--- src/rtl/page_stream_qin_array.sv ---
// Input-queue bank for a TDF page: NCH independent FWFT FIFOs with registered
// early backpressure, occupancy, sticky overflow and an all-channels-EOS flag.
module page_stream_qin_array #(
  parameter  int NCH   = 8,
  parameter  int W     = 9,
  parameter  int DEPTH = 4,
  parameter  int SLACK = 1,
  localparam int LW    = $clog2(DEPTH + 1)
) (
  input  logic              clock,
  input  logic              reset,
  input  logic [NCH*W-1:0]  in_d,
  input  logic [NCH-1:0]    in_e,
  input  logic [NCH-1:0]    in_v,
  output logic [NCH-1:0]    in_b,
  output logic [NCH*W-1:0]  out_d,
  output logic [NCH-1:0]    out_e,
  output logic [NCH-1:0]    out_v,
  input  logic [NCH-1:0]    out_b,
  output logic [NCH*LW-1:0] level,
  output logic [NCH-1:0]    ovf,
  output logic              all_eos,
  input  logic              eos_clr
);

  localparam int              PW     = $clog2(DEPTH);
  localparam logic [LW-1:0]   C_FULL = LW'(DEPTH);
  localparam logic [LW-1:0]   C_THR  = LW'(DEPTH - SLACK);

  logic [NCH-1:0] w_pop;
  logic [NCH-1:0] w_eos_pop;
  logic [NCH-1:0] w_eos_next;
  logic [NCH-1:0] r_eos_seen;
  logic           r_all_eos;

  for (genvar i = 0; i < NCH; i++) begin : g_ch
    logic [W:0]    r_mem [DEPTH];
    logic [PW-1:0] r_wp;
    logic [PW-1:0] r_rp;
    logic [LW-1:0] r_cnt;
    logic          r_inb;
    logic          r_ovf;
    logic [LW-1:0] w_cnt_next;
    logic [W:0]    w_head;
    logic          w_nonempty;
    logic          w_full;
    logic          w_push;

    assign w_head     = r_mem[r_rp];
    assign w_nonempty = (r_cnt != '0);
    assign w_full     = (r_cnt == C_FULL);
    assign w_pop[i]   = w_nonempty & ~out_b[i];
    // A full queue still accepts a token when its head leaves on the same edge.
    assign w_push     = in_v[i] & (~w_full | w_pop[i]);
    assign w_cnt_next = r_cnt + LW'(w_push) - LW'(w_pop[i]);
    assign w_eos_pop[i] = w_pop[i] & w_head[W];

    always_ff @(posedge clock) begin
      if (!reset) begin
        r_wp  <= '0;
        r_rp  <= '0;
        r_cnt <= '0;
        r_inb <= 1'b1;
        r_ovf <= 1'b0;
      end else begin
        if (w_push)   r_wp <= r_wp + PW'(1);
        if (w_pop[i]) r_rp <= r_rp + PW'(1);
        r_cnt <= w_cnt_next;
        r_inb <= (w_cnt_next >= C_THR);
        if (in_v[i] & ~w_push) r_ovf <= 1'b1;
      end
    end

    always_ff @(posedge clock) begin
      if (reset && w_push) r_mem[r_wp] <= {in_e[i], in_d[i*W +: W]};
    end

    assign out_v[i]          = w_nonempty;
    assign out_d[i*W +: W]   = w_nonempty ? w_head[W-1:0] : '0;
    assign out_e[i]          = w_nonempty & w_head[W];
    assign level[i*LW +: LW] = r_cnt;
    assign in_b[i]           = r_inb;
    assign ovf[i]            = r_ovf;
  end

  // An EOS pop on the clearing edge still marks its channel as seen.
  assign w_eos_next = (r_eos_seen & ~{NCH{eos_clr}}) | w_eos_pop;

  always_ff @(posedge clock) begin
    if (!reset) begin
      r_eos_seen <= '0;
      r_all_eos  <= 1'b0;
    end else begin
      r_eos_seen <= w_eos_next;
      r_all_eos  <= &w_eos_next;
    end
  end

  assign all_eos = r_all_eos;

endmodule

--- config.mk ---
export PLATFORM = sky130hd
export DESIGN_NAME = page_stream_qin_array
export DESIGN_NICKNAME = d
export VERILOG_FILES = /design/src/rtl/page_stream_qin_array.sv
export SDC_FILE = /design/constraint.sdc
export NUM_CORES = 1
export LEC_CHECK = 0
export BUFFER_PORTS_ARGS = -buffer_cell sky130_fd_sc_hd__buf_2
export CAP_MARGIN = 30
export CORE_MARGIN = 5
export CORE_UTILIZATION = 34
export CTS_CLUSTER_SIZE = 20
export DETAILED_ROUTE_END_ITERATION = 16
export PLACE_DENSITY = 0.59
export SYNTH_ARGS = -nofsm -noshare
export SYNTH_HDL_FRONTEND = slang
export SYNTH_SLANG_ARGS = --single-unit
--- constraint.sdc ---
create_clock -name clock -period 5.3 [get_ports clock]
set_input_delay 1.06 -clock clock [delete_from_list [all_inputs] [get_ports clock]]
set_output_delay 1.06 -clock clock [all_outputs]
set_load 0.05 [all_outputs]
==> results.tsv, run 1 <==
metric	value	unit
yosysSeqAreaShare	68.9	%
synth_ff_type	edfxtp_1	
worstPathRequired	4.24	ns
grt_max_degree	41	
port_buffers	227	
antenna_found_initial	2	
cts_buffers	46	
cp_cell_sequence	mux4_1 > nor2b_1 > buf_2	
overflow	0	
path_buf_inv	1	
dieArea	53800	um2
clk_pin_slew_worst_paths	0.07	ns
hold_path_class	flip-flop to flip-flop	
die_h	232	um
antenna_left	0	
final_common_cell	edfxtp_1	
setup-violations-final	0	
core-area	48800	um2
wl_per_cell	18.0	um
syn_to_final_growth	19.0	%
end_kind	output port	
utilization	40.8	%
drt_iter0_markers	456	
grt_pass1_vias	9214	
cts-root-buf	clkbuf_16	
period_share	65.0	%
syn_avg_cell_area	16.6	um2
synth_area	16800	um2
grt_util_all_layers	12.8	%
status	complete, no violations	
final_cell_mix	edfxtp_1, buf_2, dfxtp_1	
fmax	0.290	GHz
drive_gt1_share	29.5	%
grt_first_pass_wirelength	53600	um
ir_drop	0.429	mV
cts_num_sinks	417	
worstMarginPinSlew	0.894	ns
slowest_stage	dfxtp_1	
cp_data_arrival_time	2.39	ns
critPathMaxFanout	10	
via_count	8739	
nFillCells	4513	
syn-num-nets	1161	
cts_tree	done	
async_flop_share	0	%
synth_area_leaders	edfxtp_1, dfxtp_1, mux4_2, nor2b_1, ha_1	
maxCapViolations	0	
skew	0.00974	ns
power_density	578	nW/um2
dpl_cell_area	18400	um2
min_period	3.45	ns
regToRegSetupSlack	2.63	ns
drt_wl_total	34700	um
ioPinCount	228	
critPathMaxStageDelay	0.82	ns
via_per_inst	4.54	
ys_ff_latch	417	
start_util	34.3	%
syn_inst	1009	
slew_violations	0	
drt-pass1-iter-count	4	
p_leak	7.42	nW
drc_errors	0	
place.detailed.hpwl	23700	um
critical_path_class	flip-flop to output port	
clockBufferDepth	3	
cts_setup_buffers	0	
cts_resized	0	
crit_family	flip-flops	
die_w	232	um
synth-edff-count	320	
finalSetupTns	0	ns
clk-insertion-delay-late	0.55	ns
synth_top_area_cell	edfxtp_1	
synth.distinct_cells	34	
final_area	19900	um2
h-tree-depth	2	
cts.hold.buffers_added	0	
hold_violations	0	
nNetsFinal	1378	
gp_congestion	0.762	
num_rows	81	
yosys_warnings	0	
synth_top_area_share	57.3	%
start_kind	flip-flop	
rsz0062_at_grt	false	
relSlewSlack	40.3	%
## stage by stage
step	hold slack, ns	power (mW)	cells	setup slack (ns)
final	0.465	11.5	1927	1.85
after global routing	0.485	12.1	1926	1.68
after CTS	0.475	11.7	1926	1.75
after detailed placement	0.454	8.49	1842	1.92
after global placement	0.442	8.45	1842	1.97
after floorplan	0.438	7.54	1009	2.00
## cell type report
| cell class | instances | area, um2 | area share [%] |
|---|---|---|---|
| Antenna cell | 1 | 2.50 | 0.0125 |
| Clock buffer | 66 | 1390 | 6.98 |
| Clock inverter | 18 | 153 | 0.765 |
| Inverter | 48 | 180 | 0.903 |
| Multi-Input combinational cell | 476 | 4620 | 23.2 |
| Sequential cell | 417 | 11600 | 57.9 |
| Tap cell | 664 | 831 | 4.17 |
| Timing Repair Buffer | 237 | 1210 | 6.07 |
## where the power goes
| part | leakage [nW] | switching, mW | total [mW] | internal (mW) |
|---|---|---|---|---|
| Clock | 0.751 | 1.26 | 3.19 | 1.93 |
| Sequential | 3.70 | 0.383 | 4.24 | 3.86 |
| Combinational | 2.97 | 2.82 | 4.10 | 1.28 |
## worst paths after layout
check                   startpoint             to  cells past startpoint
setup reg to reg  g_ch[5].r_cnt[1]  g_ch[5].r_inb                     10
hold / removal       g_ch[7].r_ovf  g_ch[7].r_ovf                      2
hold reg to reg      g_ch[7].r_ovf  g_ch[7].r_ovf                      2
setup / recovery         flip-flop       out_d[0]                      3
## sequential cells by signal, summed over array words and instances, names as in the netlist, named ones only
name and count:
all_eos 1, g_ch.r_inb 8, r_eos_seen 8, g_ch.r_rp 16
g_ch.r_ovf 8, g_ch.r_mem 320, g_ch.r_wp 16, g_ch.r_cnt 24
## worst reg2reg max path: stages (launching register included)
cell	delay, ns
dfxtp_1	0.43
nor3_1	0.14
nor2b_1	0.44
inv_1	0.09
ha_1	0.29
inv_1	0.04
ha_1	0.18
fa_1	0.38
xor2_1	0.16
xnor2_1	0.14
a211o_1	0.27
## synth_stat cells, types with 24 or more instances
library cell and count:
nor2_1 67, xnor2_1 24, mux4_2 61, nor2b_1 91, clkbuf_1 28, and2_1 24
dfxtp_1 97, ha_1 45, and3_1 32, inv_1 47, buf_4 25, edfxtp_1 320
## layer usage
metal,vias up,global-route usage [%],part of all wire [%]
met5,-,0,0.037
met4,2,3.05,1.8
met3,47,3.84,6.5
met2,219,21.2,48
met1,4342,16.6,43
li1,4129,-,-
## cells by family (layout without fill, tap and decap cells)
group	Yosys count	count (layout)	synth area share, %
AO/OA/AOI/OAI	29	29	1.14
multiplexers	90	90	11.6
other	0	1	0
adder cells (fa/ha/maj)	53	53	4.32
flip-flops	417	417	68.9
AND/OR/NAND/NOR	264	264	8.44
buffers and inverters	116	369	3.49
XOR/XNOR	40	40	2.09
(Power assumes the default switching activity.)
==> inputs of run 2 (changes only) <==
Settings changed: ABC_AREA from default to 1.
Clock period 5.3 ns to 3.4 ns, I/O delays scaled along.
==> results.tsv, run 2 <==
metric	value	unit
status	complete, no violations	
synth_compound_area_share	9.14	%
p_sw	7.67	mW
min_period	2.97	ns
synth_area	17200	um2
worstPathRequired	2.72	ns
top_layer_used	met4	
hold_violations	0	
cp_data_arrival_time	2.29	ns
yosys_warnings	0	
layout.area.seq	11600	um2
synthAdderAreaFrac	4.21	%
drt_wl_total	38800	um
clkPwrFrac	26.2	%
diodes	0	
maxCapViolations	0	
synth_area_leaders	edfxtp_1, dfxtp_1, nor2_1, o21ai_0, a21oi_1	
drt-pass1-iter-count	5	
via_count	11400	
fmax	0.337	GHz
rsz0062_at_grt	false	
relSlewSlack	45.7	%
wl_met3	1790	um
antenna_found_initial	0	
drc_errors	0	
final_common_cell	nor2_1	
clk_pin_slew_worst_paths	0.07	ns
worstMarginPinSlew	0.814	ns
top_register	g_ch.r_mem	
die_w	235	um
grt_first_pass_wirelength	61700	um
dp_slack	0.857	ns
ys_ff_latch	417	
grt_util_all_layers	13.6	%
cts_resized	0	
final_area	20400	um2
power	18.0	mW
syn_avg_cell_area	11.1	um2
grt_pass1_vias	11400	
grt_max_degree	61	
post-synth-top-count-cell	nor2_1	
syn-num-nets	1697	
synth-xor-area-share	0.765	%
cts_setup_buffers	0	
nFillCells	4826	
place_inst	2411	
overflow	0	
p_leak	8.07	nW
largest_reg_flops	320	
h-tree-depth	2	
antenna_left	0	
core-area	50100	um2
via_per_inst	4.58	
cts-root-buf	clkbuf_16	
combPwrFrac	38.5	%
place.detailed.hpwl	26300	um
final_cell_mix	nor2_1, edfxtp_1, buf_2	
critPathMaxStageDelay	0.80	ns
start_kind	flip-flop	
utilization	40.8	%
syn_to_final_growth	18.9	%
yosysSeqAreaShare	67.3	%
synth_top_family_by_area	simple AND/OR/NAND/NOR gates	
wl_per_cell	15.6	um
cts_tree	done	
dieArea	55100	um2
cts_buffers	44	
seqPwrFrac	35.3	%
met1_length	17000	um
slowest_stage	dfxtp_1	
gp_congestion	0.805	
end_kind	output port	
die_h	235	um
synth_top_area_cell	edfxtp_1	
syn_inst	1545	
cts_num_sinks	417	
port_buffers	227	
finalSetupTns	0	ns
critPathMaxFanout	21	
switching_share	42.7	%
routed-wl-met2	19200	um
setup-violations-final	0	
slew_violations	0	
critical_path_class	flip-flop to output port	
synth_commonest_cells	nor2_1, edfxtp_1, o21ai_0	
skew	0.0206	ns
nNetsFinal	1937	
hold_path_class	input pin to flip-flop	
synth_top_area_share	56.0	%
drt_iter0_markers	598	
clk-insertion-delay-late	0.57	ns
synthMuxAreaShare	0	%
final_cells	2493	
cp_cell_sequence	inv_2 > o21ai_0 > a21oi_1 > buf_2	
drive_gt1_share	20.5	%
reg_top3	g_ch.r_mem (320), g_ch.r_cnt (24)	
ioPinCount	228	
whs	0.328	ns
internal_power	10.3	mW
synth_ff_type	edfxtp_1	
power_density	881	nW/um2
num_rows	82	
synth_simple_gate_area_share	12.5	%
fin_ws	0.435	ns
dpl_cell_area	19000	um2
cts.hold.buffers_added	0	
multi_input_comb_area	4570	um2
async_flop_share	0	%
ir_drop	0.587	mV
synth-edff-count	320	
clockBufferDepth	3	
start_util	34.3	%
synth.distinct_cells	38	
period_share	87.2	%
[run 2: cell type report]
| cell class | instances | share of cell area, % |
|---|---|---|
| tap | 672 | 4.12 |
| timing repair buffer | 269 | 7.17 |
| sequential | 417 | 56.6 |
| clock buffer | 61 | 6.11 |
| inverter | 151 | 2.78 |
| multi-input combinational | 902 | 22.4 |
| clock inverter | 21 | 0.883 |
[run 2: path summary, 6_finish.rpt]
| kind | slack [ns] | endpoint | start | depth (start not counted) |
|---|---|---|---|---|
| min | 0.33 | g_ch[3].r_mem[2][8] | in_d[35] | 1 |
| max | 0.43 | out_d[62] | flip-flop | 4 |
| max reg2reg | 1.12 | g_ch[4].r_cnt[2] | g_ch[4].r_cnt[1] | 11 |
| min reg2reg | 0.45 | g_ch[2].r_ovf | g_ch[2].r_ovf | 2 |
[run 2: layer usage]
| layer | track usage [%] | vias to the layer above |
|---|---|---|
| li1 | - | 5662 |
| met1 | 17.5 | 5481 |
| met2 | 23.4 | 221 |
| met3 | 2.91 | 59 |
| met4 | 4.09 | 0 |
| met5 | 0 | - |
[run 2: kinds of logic (layout without fill, tap and decap cells)]
| logic type | count (synthesis) | count (layout) |
|---|---|---|
| AO/OA/AOI/OAI | 302 | 302 |
| adder cells (fa/ha/maj) | 53 | 53 |
| XOR/XNOR | 15 | 15 |
| flip-flops | 417 | 417 |
| AND/OR/NAND/NOR | 532 | 532 |
| buffers and inverters | 226 | 502 |
[run 2: worst max-delay path: cells and delay by family (launching register included)]
kind	cells	cell delay, ns
buffers and inverters	2	0.54
AOI/OAI and AO/OA	2	0.39
DFF	1	0.80
[run 2: power by group through the flow]
stage	sequential, mW	clock, mW	combinational, mW
floorplan	6.70	0	5.15
global placement	6.44	0	6.90
detailed placement	6.46	0	6.98
CTS	6.35	4.86	7.02
global route	6.41	5.08	7.51
finish	6.34	4.71	6.93
==> inputs of run 3 (changes only) <==
Settings changed: PLACE_DENSITY 0.59 to default.
==> results.tsv, run 3 (synthesis gave the netlist of run 2 again) <==
metric	value	unit
status	complete, no violations	
period_share	87.0	%
core-area	50100	um2
cts_setup_buffers	0	
ioPinCount	228	
largest_reg_flops	320	
die_h	235	um
grt_pass1_vias	11500	
drc_errors	0	
p_leak	8.17	nW
critical_path_class	flip-flop to output port	
via_count	11400	
dieArea	55100	um2
drt_wl_total	39000	um
ir_drop	0.726	mV
hold_end	g_ch[0].r_mem[3][5]	
place.detailed.hpwl	26700	um
timing.rr.start	g_ch[4].r_cnt[1]	
reg2regPathDepth	11	
slew_violations	0	
reg_top3	g_ch.r_mem (320), g_ch.r_cnt (24)	
drt-pass1-iter-count	5	
num_rows	82	
syn_to_final_growth	20.1	%
h-tree-depth	2	
grt_max_degree	29	
nNetsFinal	1943	
clockBufferDepth	3	
rsz0062_at_grt	false	
diodes	0	
hold_path_depth	1	
drive_gt1_share	20.9	%
relSlewSlack	44.7	%
top_register	g_ch.r_mem	
regToRegSetupSlack	1.05	ns
power_density	897	nW/um2
cts.hold.buffers_added	0	
cts_num_sinks	417	
gp_congestion	0.760	
cp_data_arrival_time	2.28	ns
start_util	34.3	%
worstMarginPinSlew	0.829	ns
final_cell_mix	nor2_1, edfxtp_1, buf_2	
end_kind	output port	
fmax	0.338	GHz
critPathMaxFanout	21	
clk-insertion-delay-late	0.56	ns
hold_path_class	input pin to flip-flop	
min_period	2.96	ns
maxCapViolations	0	
hold_violations	0	
place_inst	2415	
rr_endpoint	g_ch[4].r_cnt[2]	
port_buffers	227	
grt_first_pass_wirelength	62400	um
cts_resized	0	
drt_iter0_markers	612	
start_kind	flip-flop	
cts_buffers	46	
grt_util_all_layers	13.8	%
antenna_left	0	
overflow	0	
worstPathRequired	2.72	ns
final_cells	2501	
clk_pin_slew_worst_paths	0.06	ns
setup-violations-final	0	
finalSetupTns	0	ns
wl_per_cell	15.6	um
antenna_found_initial	0	
cts_tree	done	
final_common_cell	nor2_1	
die_w	235	um
min-delay-start	in_d[5]	
cts-root-buf	clkbuf_16	
skew	0.0130	ns
via_per_inst	4.54	
==> run 3: power by group <==
| group | leakage (nW) | total (mW) | internal (mW) | switching, mW |
|---|---|---|---|---|
| Clock | 0.799 | 5.23 | 3.26 | 1.98 |
| Combinational | 3.67 | 6.91 | 1.60 | 5.31 |
| Sequential | 3.70 | 6.35 | 5.97 | 0.385 |
==> run 3: cell type report <==
| class | count | area, um2 |
|---|---|---|
| Timing Repair Buffer | 273 | 1480 |
| Multi-Input combinational cell | 902 | 4570 |
| Clock inverter | 28 | 348 |
| Clock buffer | 58 | 1270 |
| Inverter | 151 | 567 |
| Sequential cell | 417 | 11600 |
| Fill cell | 4827 | 29400 |
| Tap cell | 672 | 841 |
==> run 3: critical path: stages, from the launching register on <==
cell     delay [ns]
dfxtp_1        0.30
buf_4          0.20
inv_1          0.41
nand2_1        0.10
nand3_1        0.12
nand2_1        0.07
nor2_1         0.20
buf_2          0.32
==> run 3: metrics by stage <==
step           area [um2]  hold slack (ns)  power (mW)  setup WS (ns)  utilization [%]
2_1_floorplan       17200            0.430        11.9          0.786                -
3_3_place_gp        19000            0.436        13.4          0.905             38.0
3_5_place_dp        19000            0.444        13.4          0.860             38.0
4_1_cts             20600            0.290        18.7          0.362             41.2
5_1_grt             20600            0.302        19.5          0.199             41.2
6_report            20600            0.338        18.5          0.442             41.2
==> run 3: worst max path at each step <==
stage	cells past startpoint	slack, ns	to
after global routing	7	0.20	out_e[2]
after detailed placement	9	0.86	g_ch[6].r_inb
after CTS	7	0.36	out_e[7]
after floorplan	4	0.79	out_d[63]
final	7	0.44	out_e[2]
after global placement	9	0.91	g_ch[6].r_inb
==> run 3: metal layers <==
| metal | share of wire, % | GRT usage [%] | vias to the layer above |
|---|---|---|---|
| met5 | 0 | 0 | - |
| met4 | 1.7 | 3.38 | 0 |
| met3 | 4.8 | 3.10 | 56 |
| met2 | 49 | 23.7 | 245 |
| met1 | 44 | 18.0 | 5384 |
| li1 | - | - | 5679 |
